==> config.mk <==
export PLATFORM = sky130hd
export DESIGN_NAME = hid_event_fifo
export DESIGN_NICKNAME = d
export VERILOG_FILES = /design/src/rtl/hid_event_fifo.sv
export SDC_FILE = /design/constraint.sdc
export NUM_CORES = 2
export LEC_CHECK = 0
export BUFFER_PORTS_ARGS = -buffer_cell sky130_fd_sc_hd__buf_4
export CAP_MARGIN = 10
export CORE_UTILIZATION = 40
export DETAILED_ROUTE_END_ITERATION = 7
export PLACE_DENSITY = 0.57
export SLEW_MARGIN = 20
export SYNTH_ARGS = -nofsm -noshare
export SYNTH_HDL_FRONTEND = slang
export SYNTH_SLANG_ARGS = --single-unit
==> constraint.sdc <==
create_clock -name clk_i -period 5.3 [get_ports clk_i]
set_clock_uncertainty 0.2 [all_clocks]
set_input_delay 0.265 -clock clk_i [delete_from_list [all_inputs] [get_ports clk_i]]
set_output_delay 0.265 -clock clk_i [all_outputs]
set_load 0.02 [all_outputs]
==> src/rtl/hid_event_fifo.sv <==
// hid_event_fifo: per-channel HID event buffers behind a 64-bit bus window.
// Define HID_EVT_TIMESTAMP_EN to store a cycle stamp with every entry.
module hid_event_fifo #(
  parameter int NCH   = 2,
  parameter int DW    = 24,
  parameter int DEPTH = 64,
  parameter int AW    = 6
) (
  input  logic              clk_i,
  input  logic              rst_ni,
  input  logic [NCH-1:0]    ev_valid,
  input  logic [NCH*DW-1:0] ev_data,
  input  logic              hid_en,
  input  logic [7:0]        hid_we,
  input  logic [AW-1:0]     hid_addr,
  input  logic [63:0]       hid_wrdata,
  output logic [63:0]       hid_rddata,
  output logic              irq_o
);

  localparam int PW = $clog2(DEPTH);
  localparam int LW = PW + 1;
  localparam int CW = AW - 5;

  logic          bus_wr;
  logic          bus_rd;
  logic [CW-1:0] sel;
  logic [1:0]    rsel;
  logic          sel_ok;

  assign bus_wr = hid_en & (|hid_we);
  assign bus_rd = hid_en & ~(|hid_we);
  assign sel    = hid_addr[AW-1:5];
  assign rsel   = hid_addr[4:3];
  assign sel_ok = (32'(sel) < NCH);

  logic [NCH-1:0] empty;
  logic [NCH-1:0] sticky;
  logic [NCH-1:0] ien;
  logic [DW-1:0]  head    [NCH];
  logic [LW-1:0]  level   [NCH];
  logic [15:0]    ovf_cnt [NCH];
  logic [63:0]    rd_word;

  logic unused;
  assign unused = ^{hid_wrdata[63:2], hid_addr[2:0]};

`ifdef HID_EVT_TIMESTAMP_EN
  logic [31:0] ts_q;
  logic [31:0] head_ts [NCH];

  // free-running stamp counter
  always_ff @(posedge clk_i) begin
    if (!rst_ni) ts_q <= '0;
    else         ts_q <= ts_q + 32'd1;
  end
`endif

  for (genvar c = 0; c < NCH; c++) begin : g_ch
    logic [DW-1:0] mem [DEPTH];
    logic [PW-1:0] wr_ptr;
    logic [PW-1:0] rd_ptr;
    logic [LW-1:0] lvl;
    logic [15:0]   cnt;
    logic          stk;
    logic          ien_q;
    logic          hit, pop, flush, clr;
    logic          full, do_pop, do_push, ovf;

    assign hit   = bus_wr && sel_ok && (32'(sel) == c);
    assign pop   = hit && (rsel == 2'd0);
    assign flush = hit && (rsel == 2'd2) && hid_wrdata[0];
    assign clr   = hit && (rsel == 2'd1) && hid_wrdata[0];

    assign full     = (lvl == LW'(DEPTH));
    assign empty[c] = (lvl == '0);

    // pop goes first, so a full buffer can accept a same-cycle push
    assign do_pop  = pop && !empty[c] && !flush;
    assign do_push = ev_valid[c] && !flush && (!full || do_pop);
    assign ovf     = ev_valid[c] && !flush && full && !do_pop;

    // payload storage
    always_ff @(posedge clk_i) begin
      if (rst_ni && do_push) mem[wr_ptr] <= ev_data[c*DW +: DW];
    end

`ifdef HID_EVT_TIMESTAMP_EN
    logic [31:0] tmem [DEPTH];

    // stamp storage, written alongside the payload
    always_ff @(posedge clk_i) begin
      if (rst_ni && do_push) tmem[wr_ptr] <= ts_q;
    end

    assign head_ts[c] = tmem[rd_ptr];
`endif

    // pointers and level
    always_ff @(posedge clk_i) begin
      if (!rst_ni || flush) begin
        wr_ptr <= '0;
        rd_ptr <= '0;
        lvl    <= '0;
      end else begin
        if (do_push) wr_ptr <= wr_ptr + 1'b1;
        if (do_pop)  rd_ptr <= rd_ptr + 1'b1;
        lvl <= lvl + LW'(do_push) - LW'(do_pop);
      end
    end

    // overflow count and sticky flag
    always_ff @(posedge clk_i) begin
      if (!rst_ni || clr) begin
        cnt <= '0;
        stk <= 1'b0;
      end else if (ovf) begin
        if (cnt != 16'hFFFF) cnt <= cnt + 16'd1;
        stk <= 1'b1;
      end
    end

    // interrupt enable
    always_ff @(posedge clk_i) begin
      if (!rst_ni)                   ien_q <= 1'b0;
      else if (hit && rsel == 2'd2)  ien_q <= hid_wrdata[1];
    end

    assign head[c]    = mem[rd_ptr];
    assign level[c]   = lvl;
    assign ovf_cnt[c] = cnt;
    assign sticky[c]  = stk;
    assign ien[c]     = ien_q;
  end

  // register read mux
  always_comb begin
    rd_word = '0;
    if (sel_ok) begin
      case (rsel)
        2'd0: begin
          if (!empty[sel]) begin
            rd_word[DW-1:0] = head[sel];
`ifdef HID_EVT_TIMESTAMP_EN
            rd_word[63:32] = head_ts[sel];
`endif
          end
          rd_word[24] = empty[sel];
          rd_word[25] = sticky[sel];
        end
        2'd1: begin
          rd_word[10:0]  = 11'(level[sel]);
          rd_word[31:16] = ovf_cnt[sel];
        end
        2'd2: rd_word[1] = ien[sel];
        default: ;
      endcase
    end
  end

  // registered read data and interrupt
  always_ff @(posedge clk_i) begin
    if (!rst_ni) begin
      hid_rddata <= '0;
      irq_o      <= 1'b0;
    end else begin
      if (bus_rd) hid_rddata <= rd_word;
      irq_o <= |(ien & ~empty);
    end
  end

endmodule

==> flow_summary.ini <==
[timing]
fmax_mhz = 241.9
fin_crit_sh_pct = 78.00
hold_viol = 0
fin_setup_tns_ps = 0
fin_crit_ps = 4134
rsz0062_at_grt = no
tightest_slew_ps = 1220
slew_headroom_pct = 18.69
setup_viol = 0
slew_viol_final = 0

[clocking]
h-tree-depth = 5
numCtsBuffers = 324
cts.sinks = 3191
holdBufCountCts = 66
post-cts-setup-buffers = 0
cts_tree = done
cts_max_path_buffers = 4
cts-root-buf = clkbuf_16
path_clk_slew_ps = 60
clkLatencyLatePin_ps = 870
cts_resized = 0

[setup_path]
cp.required_ps = 5860
crit_path_max_incr_delay_ps = 980
path_class = register to register
worst_ep_arrival_time_ps = 4690
critPathBufInv = 1
critPathMaxFanout = 43
crit_path_top_delay_cell = dfxtp_4
worst_setup_path_start_kind = register
worstPathCellList = buf_4, mux4_2, mux4_2, a222oi_1, nor2b_1, a221o_1
cpLargestDelayFamily = compound AO/OA/AOI/OAI gates
end_kind = register
crit_path_frequent_cell = mux4_2

[synthesis]
ys_ff_latch = 3191
async_flop_share_pct = 0
synth_edf_count = 3072
yosysWarnings = 0
syn_inst = 5745
ys_seq_area_share_pct = 76.46
syn-cell-area_sq_um = 123800
avgSynthCellArea_sq_um = 21.54
yosysUniqueCellTypes = 77
synth_flop_cell = edfxtp_1

[grt]
grt_max_degree = 65
grt-ovfl-total = 0
grt_pass1_vias = 60720
grt_pass1_wl_um = 457100
grt_usage_pct = 20.76
grt_antenna_before_repair = 24

[finish]
layout_commonest_cell = edfxtp_1
nets = 6345
nFillCells = 25710
layout_common_cells = edfxtp_1 (3072), mux4_2 (798), clkbuf_16 (335)
final_area_sq_um = 142000
syn_to_final_growth_pct = 14.77
drive_gt1_share_pct = 28.31

[drt]
drt_wl_total_um = 324900
vias_per_cell = 5.669
final_antenna_net_count = 0
drc = 0
routedWlPerCell_um = 30.79
drtIter0Drc = 6497
drt-pass1-iter-count = 5
detailroute.via_count = 59830

[floorplanning]
fp.dieW_um = 558.2
dieArea_sq_um = 311600
die_h_um = 558.2
core_sq_um = 306800
row_count = 203
start_util_pct = 40.34
ios = 196

[power_and_ir_drop]
power.leakage_nw = 42.93
peakVddDrop_uv = 346.7
powerDensity_nw_per_um2 = 372.1

[flow_run]
max_cap_violations = 0

[placement]
gp_congestion = 0.8813
place_area_sq_um = 131000
port_buffers = 98
hpwlAfterDp_um = 189300

[outcome]
status = finished clean

[hold_path]
hold_class = input port to register
metal layers:
metal | share of wire, % | track usage (%) | vias to the layer above
met5 | 0.011 | 0 | -
met2 | 51 | 35.69 | 2031
met3 | 5.6 | 2.552 | 511
met1 | 40 | 27.46 | 32380
li1 | - | - | 24900
met4 | 3.4 | 6.702 | 6
worst min-delay path, delay by kind of cell:
family / cells / cell delay, ps
simple gates: 1 / 70
buf+inv: 2 / 740
compound gates: 2 / 140
report_power, final:
group          total (mW)  internal, mW  switching, mW
registers            27.8          27.8         0.0983
logic                2.39         0.903           1.49
clock network        22.6          13.2           9.44
total                52.9          41.8           11.0
registers in the layout (all words and copies together) (netlist names), named ones only:
name / count
g_ch.mem: 3072
g_ch.cnt: 32
hid_rddata: 32
g_ch.lvl: 14
g_ch.rd_ptr: 12
g_ch.wr_ptr: 12
g_ch.ien_q: 2
g_ch.stk: 2
irq_o: 1
cells in the mapped netlist (3+ instances only):
library cell	n	area share [%]
edfxtp_1	3072	75
mux4_2	798	15
nor2_1	260	0.79
mux2i_1	210	1.7
nand2_1	163	0.49
dfxtp_1	119	1.9
clkbuf_1	116	0.35
nand3_1	88	0.36
buf_2	86	0.35
o21ai_0	84	0.34
buf_4	73	0.44
a22oi_1	71	0.43
a221oi_1	67	0.47
mux2_2	53	0.48
a21oi_1	38	0.15
buf_1	33	0.10
inv_1	32	0.097
xor2_1	30	0.21
buf_6	29	0.26
nor2b_1	27	0.14
nor3_1	27	0.11
nand4_1	25	0.13
xnor2_1	25	0.18
ha_1	22	0.22
o211ai_1	18	0.11
o22ai_1	18	0.091
a31oi_1	12	0.061
and3_1	12	0.061
nand2b_1	11	0.056
nor4_1	9	0.045
or3_1	9	0.045
a211oi_1	8	0.049
a22o_1	7	0.050
and2_1	7	0.035
and4_1	5	0.035
o2111ai_1	5	0.035
o21ai_1	5	0.020
o221ai_1	5	0.035
or4_1	5	0.030
a21o_1	4	0.024
nand3b_1	4	0.024
nand4b_1	3	0.021
o21bai_1	3	0.018
or2_2	3	0.015
worst paths after layout:
kind | from | to | slack, ps | depth (start not counted)
setup / recovery | register | hid_rddata[7]$_SDFFE_PN0P_ | 1170 | 6
hold / removal | hid_addr[4] | hid_rddata[20]$_SDFFE_PN0P_ | 210 | 5
setup reg to reg | register | hid_rddata[7]$_SDFFE_PN0P_ | 1170 | 6
hold reg to reg | hid_rddata[15]$_SDFFE_PN0P_ | hid_rddata[15]$_SDFFE_PN0P_ | 250 | 2
final cells by class:
class	instances	area, sq um	share of cell area [%]
sequential	3191	94660	66.64
multi-input combinational	2211	28010	19.72
clock buffer	423	8864	6.240
tap	4100	5130	3.612
timing repair buffer	426	3689	2.597
clock inverter	156	1513	1.065
inverter	36	142.6	0.1004
antenna	11	27.53	0.01938
kinds of logic (layout without fill, tap and decap cells):
group,Yosys count,count (layout),synth area share [%]
xor gates and xnor gates,55,55,0.3892
and+or+nand+nor,671,671,2.484
AOI/OAI and AO/OA,368,368,2.083
other,1,43,0.003030
buffers and inverters,374,1041,1.620
adders and majority gates,24,24,0.2548
DFF,3191,3191,76.46
muxes,1061,1061,16.70
per-stage QoR:
| step | hold slack [ps] | setup WS [ps] | utilization, % | cells | total power, mW |
|---|---|---|---|---|---|
| floorplan | 163.9 | 205.0 | - | 5776 | 29.72 |
| detailed placement | 241.4 | 624.5 | 42.69 | 9898 | 30.75 |
| CTS | 141.7 | 1191 | 46.28 | 10540 | 53.25 |
| global placement | 236.5 | 645.4 | 42.69 | 9898 | 30.70 |
| finish | 211.9 | 1166 | 46.29 | 10550 | 52.86 |
| global route | 192.1 | 1117 | 46.29 | 10550 | 54.28 |
(Power assumes the default switching activity.)
